<file path="src/rtl/mem_stage_ctrl.sv">
// Registered MEM pipeline stage: ALU passthrough to writeback plus load/store sequencing with a valid/done handshake.
// Optional misaligned-access trap is enabled by defining MEM_MISALIGN_TRAP_EN.
module mem_stage_ctrl #(
    parameter int XLEN    = 32,
    parameter int RADDR_W = 5
) (
    input  logic               clk,
    input  logic               rst,
    input  logic               rdy,
    input  logic               in_valid,
    output logic               in_ready,
    input  logic               in_is_mem,
    input  logic [3:0]         in_op,
    input  logic [XLEN-1:0]    in_addr,
    input  logic [XLEN-1:0]    in_data,
    input  logic [RADDR_W-1:0] in_rd_addr,
    input  logic               in_rd_en,
    output logic               mem_req,
    output logic               mem_we,
    output logic [XLEN-1:0]    mem_addr,
    output logic [3:0]         mem_nbytes,
    output logic [XLEN-1:0]    mem_wdata,
    input  logic [XLEN-1:0]    mem_rdata,
    input  logic               mem_done,
`ifdef MEM_MISALIGN_TRAP_EN
    output logic               exc_valid,
    output logic               exc_store,
    output logic [XLEN-1:0]    exc_addr,
`endif
    output logic               wb_valid,
    output logic               wb_rd_en,
    output logic [RADDR_W-1:0] wb_rd_addr,
    output logic [XLEN-1:0]    wb_rd_data
);

    typedef enum logic [1:0] {IDLE, BUSY, RESP} state_t;

    state_t state, next_state;

    logic               uns_q;
    logic               rd_en_q;
    logic               mis_q;
    logic [RADDR_W-1:0] rd_addr_q;
    logic [XLEN-1:0]    rdata_q;
    logic [3:0]         in_nbytes;
    logic               accept;
    logic               mis_in;

    function automatic logic [3:0] size_to_nbytes(input logic [1:0] size);
        case (size)
            2'd0:    return 4'd1;
            2'd1:    return 4'd2;
            2'd2:    return 4'd4;
            default: return (XLEN == 64) ? 4'd8 : 4'd4;
        endcase
    endfunction

    function automatic logic [XLEN-1:0] byte_mask(input logic [3:0] nbytes);
        logic [XLEN-1:0] m;
        m = '0;
        for (int i = 0; i < XLEN / 8; i++) begin
            if (i < int'(nbytes)) m[8*i +: 8] = 8'hFF;
        end
        return m;
    endfunction

    // Sign bit is the top bit of the accessed bytes; unsigned loads zero-fill instead.
    function automatic logic [XLEN-1:0] extend_load(input logic [XLEN-1:0] d,
                                                    input logic [3:0] nbytes,
                                                    input logic uns);
        logic            sign;
        logic [XLEN-1:0] m;
        case (nbytes)
            4'd1:    sign = d[7];
            4'd2:    sign = d[15];
            4'd4:    sign = d[31];
            default: sign = d[XLEN-1];
        endcase
        m = byte_mask(nbytes);
        return (d & m) | ((sign && !uns) ? ~m : '0);
    endfunction

    assign in_ready  = (state == IDLE);
    assign accept    = in_valid && in_ready;
    assign in_nbytes = size_to_nbytes(in_op[1:0]);

`ifdef MEM_MISALIGN_TRAP_EN
    function automatic logic is_misaligned(input logic [2:0] a, input logic [3:0] nbytes);
        case (nbytes)
            4'd2:    return a[0];
            4'd4:    return a[1:0] != 2'b00;
            4'd8:    return a[2:0] != 3'b000;
            default: return 1'b0;
        endcase
    endfunction

    assign mis_in = is_misaligned(in_addr[2:0], in_nbytes);
`else
    assign mis_in = 1'b0;
`endif

    always_ff @(posedge clk) begin
        if (rst)      state <= IDLE;
        else if (rdy) state <= next_state;
    end

    always_comb begin
        next_state = state;
        case (state)
            IDLE:    if (accept && in_is_mem) next_state = mis_in ? RESP : BUSY;
            BUSY:    if (mem_done) next_state = RESP;
            RESP:    next_state = IDLE;
            default: next_state = IDLE;
        endcase
    end

    // The mem_* registers double as the latched operation for the response slot.
    always_ff @(posedge clk) begin
        if (rst) begin
            mem_req    <= 1'b0;
            mem_we     <= 1'b0;
            mem_addr   <= '0;
            mem_nbytes <= '0;
            mem_wdata  <= '0;
            wb_valid   <= 1'b0;
            wb_rd_en   <= 1'b0;
            wb_rd_addr <= '0;
            wb_rd_data <= '0;
            uns_q      <= 1'b0;
            rd_en_q    <= 1'b0;
            mis_q      <= 1'b0;
            rd_addr_q  <= '0;
            rdata_q    <= '0;
`ifdef MEM_MISALIGN_TRAP_EN
            exc_valid  <= 1'b0;
            exc_store  <= 1'b0;
            exc_addr   <= '0;
`endif
        end else if (rdy) begin
            wb_valid <= 1'b0;
`ifdef MEM_MISALIGN_TRAP_EN
            exc_valid <= 1'b0;
`endif
            case (state)
                IDLE: begin
                    if (accept && !in_is_mem) begin
                        wb_valid   <= 1'b1;
                        wb_rd_en   <= in_rd_en && (in_rd_addr != '0);
                        wb_rd_addr <= in_rd_addr;
                        wb_rd_data <= in_data;
                    end else if (accept) begin
                        mem_req    <= !mis_in;
                        mem_we     <= in_op[3];
                        uns_q      <= in_op[2];
                        mem_nbytes <= in_nbytes;
                        mem_addr   <= in_addr;
                        mem_wdata  <= in_data & byte_mask(in_nbytes);
                        rd_addr_q  <= in_rd_addr;
                        rd_en_q    <= in_rd_en;
                        mis_q      <= mis_in;
                    end
                end
                BUSY: begin
                    if (mem_done) begin
                        mem_req <= 1'b0;
                        if (!mem_we) rdata_q <= mem_rdata;
                    end
                end
                RESP: begin
                    wb_valid   <= 1'b1;
                    wb_rd_addr <= rd_addr_q;
                    wb_rd_en   <= rd_en_q && !mem_we && !mis_q && (rd_addr_q != '0);
                    wb_rd_data <= (mem_we || mis_q) ? '0 : extend_load(rdata_q, mem_nbytes, uns_q);
`ifdef MEM_MISALIGN_TRAP_EN
                    exc_valid  <= mis_q;
                    exc_store  <= mem_we;
                    exc_addr   <= mem_addr;
`endif
                end
                default: ;
            endcase
        end
    end

endmodule

</file>
<file path="config.mk">
export PLATFORM = sky130hd
export DESIGN_NAME = mem_stage_ctrl
export DESIGN_NICKNAME = d
export VERILOG_FILES = /design/src/rtl/mem_stage_ctrl.sv
export SDC_FILE = /design/constraint.sdc
export NUM_CORES = 1
export LEC_CHECK = 0
export ABC_AREA = 1
export BUFFER_PORTS_ARGS = -buffer_cell sky130_fd_sc_hd__buf_2
export CORE_UTILIZATION = 40
export CTS_CLUSTER_SIZE = 20
export DETAILED_ROUTE_END_ITERATION = 6
export GPL_TIMING_DRIVEN = 1
export HOLD_SLACK_MARGIN = 0.08
export PLACE_DENSITY = 0.67
export SLEW_MARGIN = 20
export SYNTH_ARGS = -nofsm -noshare
export SYNTH_HDL_FRONTEND = slang
export SYNTH_SLANG_ARGS = --single-unit
</file>
<file path="constraint.sdc">
create_clock -name clk -period 1.6 [get_ports clk]
set_input_delay 0.16 -clock clk [delete_from_list [all_inputs] [get_ports clk]]
set_output_delay 0.16 -clock clk [all_outputs]
set_load 0.03 [all_outputs]
</file>
; ---- Yosys cells after proc, flatten, opt, wreduce, memory -nomap -nowiden
; Index checks and enable logic that the tools add are counted.
[totals]
register_bits = 150
latchBits = 0
ram_bits = 0
romBits = 0
input_bits = 112
out_inout_bits = 110
word_cells = 121
n_memories = 0
[op_classes]
add_sub_neg = 0
multipliers = 0
n_div = 0
magnitude_cmp = 8
n_eq_ne = 10
shift = 0
n_mux = 62
bitwise = 6
reduce_logical = 21
[ops]
columns = op, count
row1 = 8-bit 2-to-1 mux, 40
row2 = 32-bit 2-to-1 mux, 3
row3 = 32-bit bitwise AND, 2
row4 = 32-bit one-hot mux with 2 select lines, 1
row5 = 32-bit NOT, 1
row6 = 32-bit bitwise OR, 1
row7 = 5-bit one-hot mux with 2 select lines, 1
row8 = 5-bit nonzero test, 2
row9 = 1-bit by 4-bit < comparator with 1-bit output (first input constant), 2
row10 = 2-bit by 4-bit < comparator with 1-bit output (first input constant), 2
row11 = 1-bit 2-to-1 mux, 8
row12 = 1-bit one-hot mux with 2 select lines, 4
row13 = 4-bit AND reduction, 2
row14 = 1-bit logical AND, 7
row15 = 1-bit by 3-bit < comparator with 1-bit output (first input constant), 2
row16 = 2-bit by 3-bit < comparator with 1-bit output (first input constant), 2
row17 = 2-bit by 1-bit inequality test with 1-bit output (second input constant), 3
row18 = 3-bit one-hot mux with 2 select lines, 1
row19 = 3-bit AND reduction, 2
row20 = 5-bit 2-to-1 mux, 1
row21 = 5-bit AND reduction, 1
row22 = 2-bit by 1-bit equality test with 1-bit output (second input constant), 2
row23 = 4-bit by 1-bit equality test with 1-bit output (second input constant), 1
row24 = 4-bit by 2-bit equality test with 1-bit output (second input constant), 1
row25 = 8 further kinds, 15

; ---- Depth between registers and ports, before layout
[depth]
depth_word = 10
depth_mapped = 9
ltp_nobuf = 8

; ---- Worst setup path before layout
; Ideal clock, no wire load.
[synth_path]
kind = reg-to-reg
start = reg state[0]
end = reg mem_wdata[10]
setup_ns = 0.128
t_arrival_ns = 1.628
required_time_ns = 1.472
setup_slack_ns = -0.156
stages_incl_launch_ff = 7
path_buffers = 2
period_less_slack_ns = 1.756
cell_sequence = dfxtp_1 -> nor2_1 -> nand4_1 -> buf_4 -> buf_2 -> a22oi_1 -> nor2_1
[synth_between]
elab_chain_cells = 5
[synth_lines]
columns = element, line
row1 = "start, declared", 38  ; state_t state, next_state;
row2 = "start signal, assigned", 104  ; else if (rdy) state <= next_state;
row3 = 2-bit zero test (*), 83  ; assign in_ready = (state == IDLE);
row4 = via in_ready, 11  ; output logic in_ready,
row5 = 1-bit logical AND, 84  ; assign accept = in_valid && in_ready;
row6 = 1-bit logical AND, 146  ; if (accept && !in_is_mem) begin
row7 = 1-bit NOT (no source line), --
row8 = 4-bit AND reduction (no source line) (*), --
row9 = "end signal, assigned", 157  ; mem_wdata <= in_data & byte_mask(in_nbytes);
row10 = "end, declared", 22  ; output logic [XLEN-1:0] mem_wdata,
; Mark *: on every way through the listed nets, which the timed path passes. The rest lies on a longest branch.
; A chain may end at the register's enable or synchronous reset.

; ---- Worst setup path in the final report
[layout_path]
start = reg state[1]
end = reg mem_wdata[19]
[layout_between]
elab_chain_cells = 5
[layout_lines]
columns = element, line
row1 = 2-bit zero test (*), "83, 144"
row2 = 1-bit logical AND, 84
row3 = 1-bit logical AND, 146
row4 = 1-bit NOT (no source line), --
row5 = 4-bit AND reduction (no source line) (*), --
; Mark *: on every way between the ends. The rest lies on a longest branch, timed or not.

==> results.json <==
{
  "status": "finished clean",
  "hp-class": "in -> reg",
  "routedWlPerCell_um": 14.9,
  "overflow": 0,
  "powerDensity_mw_per_mm2": 1040,
  "yosysWarnings": 0,
  "required_ns": 1.96,
  "intPower_w": 0.00683,
  "seqPwrFrac_pct": 42.7,
  "vias": 6448,
  "nets": 1215,
  "startpoint": "state[1]",
  "finalInstanceArea_mm2": 0.00889,
  "layout_min_cycle_time_ns": 1.50,
  "reg2reg_to": "mem_wdata[19]",
  "cts.htree.levels": 4,
  "cts_tree": "built",
  "drive_gt1_share_pct": 26.9,
  "clock.fmax_ghz": 0.664,
  "ir_drop_mv": 0.716,
  "clk_latency_ns": 0.43,
  "p_comb_share_pct": 14.9,
  "drt-pass1-iter-count": 6,
  "final_antenna_net_count": 0,
  "finalWeightedCongestion": 0.813,
  "clock_sinks": 149,
  "grt_max_degree": 87,
  "syn2layout_area_growth_pct": 52.6,
  "grt_pass1_vias": 5997,
  "grt_pass1_wl_um": 29000,
  "end_kind": "flip-flop",
  "place.port_buffers": 220,
  "crit_type": "reg -> reg",
  "row_count": 43,
  "synth_area_mm2": 0.00583,
  "r2r_cells": 7,
  "drt_wl_total_um": 19200,
  "die_h_um": 123,
  "synthTopCellsByArea": "dfxtp_1 51%, nor2_1 13%, o21ai_0 10%, a21oi_1 9.3%, nand2_1 4.6%",
  "power.switching_w": 0.00244,
  "die_area_mm2": 0.0151,
  "grt_util_all_layers_pct": 25.1,
  "n_antenna_cell": 0,
  "clock_path_buffers": 2,
  "tns_ns": 0,
  "ys_seq_elements": 149,
  "synth_area_per_cell_um2": 7.44,
  "switching_share_pct": 26.3,
  "start_util_pct": 41.5,
  "synth_fp_nets": 896,
  "syn_inst": 783,
  "clock_skew_ns": 0.00643,
  "dpl_cell_area_mm2": 0.00719,
  "cap_violations": 0,
  "nFillCells": 1228,
  "post-route-drc-count": 0,
  "crit_arrival_ns": 1.86,
  "hold_viol": 0,
  "dp_cells": 1155,
  "endpoint": "mem_wdata[19]",
  "antenna_found_initial": 0,
  "viasPerCell": 4.98,
  "timing.reg2reg.setup_slack_ns": 0.1,
  "die_w_um": 123,
  "ios": 222,
  "cts_inserted_buffers": 17,
  "synth_top_area_share_pct": 51.2,
  "slew_violations": 0,
  "drt_iter0_markers": 390,
  "final_cells": 1294,
  "layout_common_cells": "221 x buf_2, 199 x nor2_1, 147 x dfxtp_1",
  "core_area_mm2": 0.0140,
  "final_common_cell": "buf_2",
  "setup_viol": 0,
  "cp_max_fo": 20,
  "p_clk_share_pct": 42.4,
  "synth_top_area_cell": "dfxtp_1",
  "p_leak_nw": 4.10,
  "yosysSeqAreaShare_pct": 51.2,
  "preCtsSetupSlack_ns": 0.0232,
  "start_kind": "flip-flop",
  "r2r_start": "state[1]",
  "dp_hpwl_um": 11800,
  "clockRootBuffer": "clkbuf_16",
  "min_period_over_period_pct": 94.1,
  "synth.distinct_cells": 24,
  "clk_pin_slew_ns": 0.06,
  "fin_ws_ns": 0.0950
}
layer usage:
metal | global-route usage, % | vias up | wire length [µm]
met4 | 11.6 | 0 | 486
met1 | 29.4 | 2917 | 7920
li1 | - | 3225 | -
met3 | 6.23 | 37 | 1420
met5 | 0 | - | 0
met2 | 43.0 | 269 | 9400
through the flow:
stage               hold slack [ns]  utilization [%]  power (W)
floorplan                     0.295                -    0.00472
global placement              0.382             51.2    0.00517
detailed placement            0.386             51.2    0.00518
CTS                           0.106             62.8    0.00929
global route                  0.186             63.3    0.00963
finish                        0.153             63.3    0.00927
power groups by stage:
stage / logic, W / clock network [W] / registers, W
5_1_grt: 0.00150 / 0.00416 / 0.00398
4_1_cts: 0.00135 / 0.00399 / 0.00396
2_1_floorplan: 0.000425 / 0 / 0.00429
3_3_place_gp: 0.00114 / 0 / 0.00403
3_5_place_dp: 0.00115 / 0 / 0.00403
6_report: 0.00138 / 0.00393 / 0.00396
cells by family after synthesis:
group	after synthesis	share of synthesized area [%]
fa+ha+maj	1	0.215
compound gates	243	21.3
flops	149	51.2
other cells	1	0.0643
buf+inv	83	6.27
simple gates	306	20.9
synth_stat cells, drive strengths merged:
cell      n
a21oi   108
a22oi     8
a31oi     6
buf      25
clkbuf   28
clkinv    1
conb      1
dfxtp   149
ha        1
inv      29
nand2    74
nand3    23
nand4     3
nor2    205
nor3      1
o21ai   121
final cells by class:
class	instances	area, µm²	share of cell area, %
timing repair buffer	353	2460	27.7
multi-input combinational	551	2530	28.4
inverter	30	114	1.28
sequential	149	2990	33.6
tap	180	225	2.53
clock buffer	23	478	5.37
clock inverter	8	100	1.13
repair_timing:
action,4_1_cts,5_1_grt
setup buffers,0,2
setup endpoints to repair,3,101
pin swaps,0,1
hold endpoints to repair,142,0
hold buffers,105,0
resized for setup,0,14
gates cloned,0,1
how the worst min path moves through the flow:
| stage | endpoint | start | cells past startpoint | slack, ns |
|---|---|---|---|---|
| finish | state[0] | rdy | 4 | 0.15 |
| global placement | rdata_q[10] | mem_rdata[10] | 3 | 0.38 |
| detailed placement | rdata_q[12] | mem_rdata[12] | 3 | 0.39 |
| floorplan | rdata_q[15] | mem_rdata[15] | 2 | 0.29 |
| global route | state[0] | rdy | 4 | 0.19 |
| CTS | state[0] | rdy | 4 | 0.11 |
critical path: stages (launching register included):
cell     delay, ns
dfxtp_2       0.34
nor2_4        0.12
nand4_1       0.22
buf_6         0.23
inv_2         0.10
buf_12        0.16
nand3_1       0.11
a21oi_2       0.15
flip-flops by register name (all words and copies together) (netlist names):
name and count:
mem_addr 32, mem_nbytes 3, mem_req 1, mem_wdata 32, mem_we 1, rd_addr_q 5
rd_en_q 1, rdata_q 32, state 2, uns_q 1, wb_rd_addr 5, wb_rd_data 32
wb_rd_en 1, wb_valid 1
Note: power is estimated with default switching activity, not from simulation.
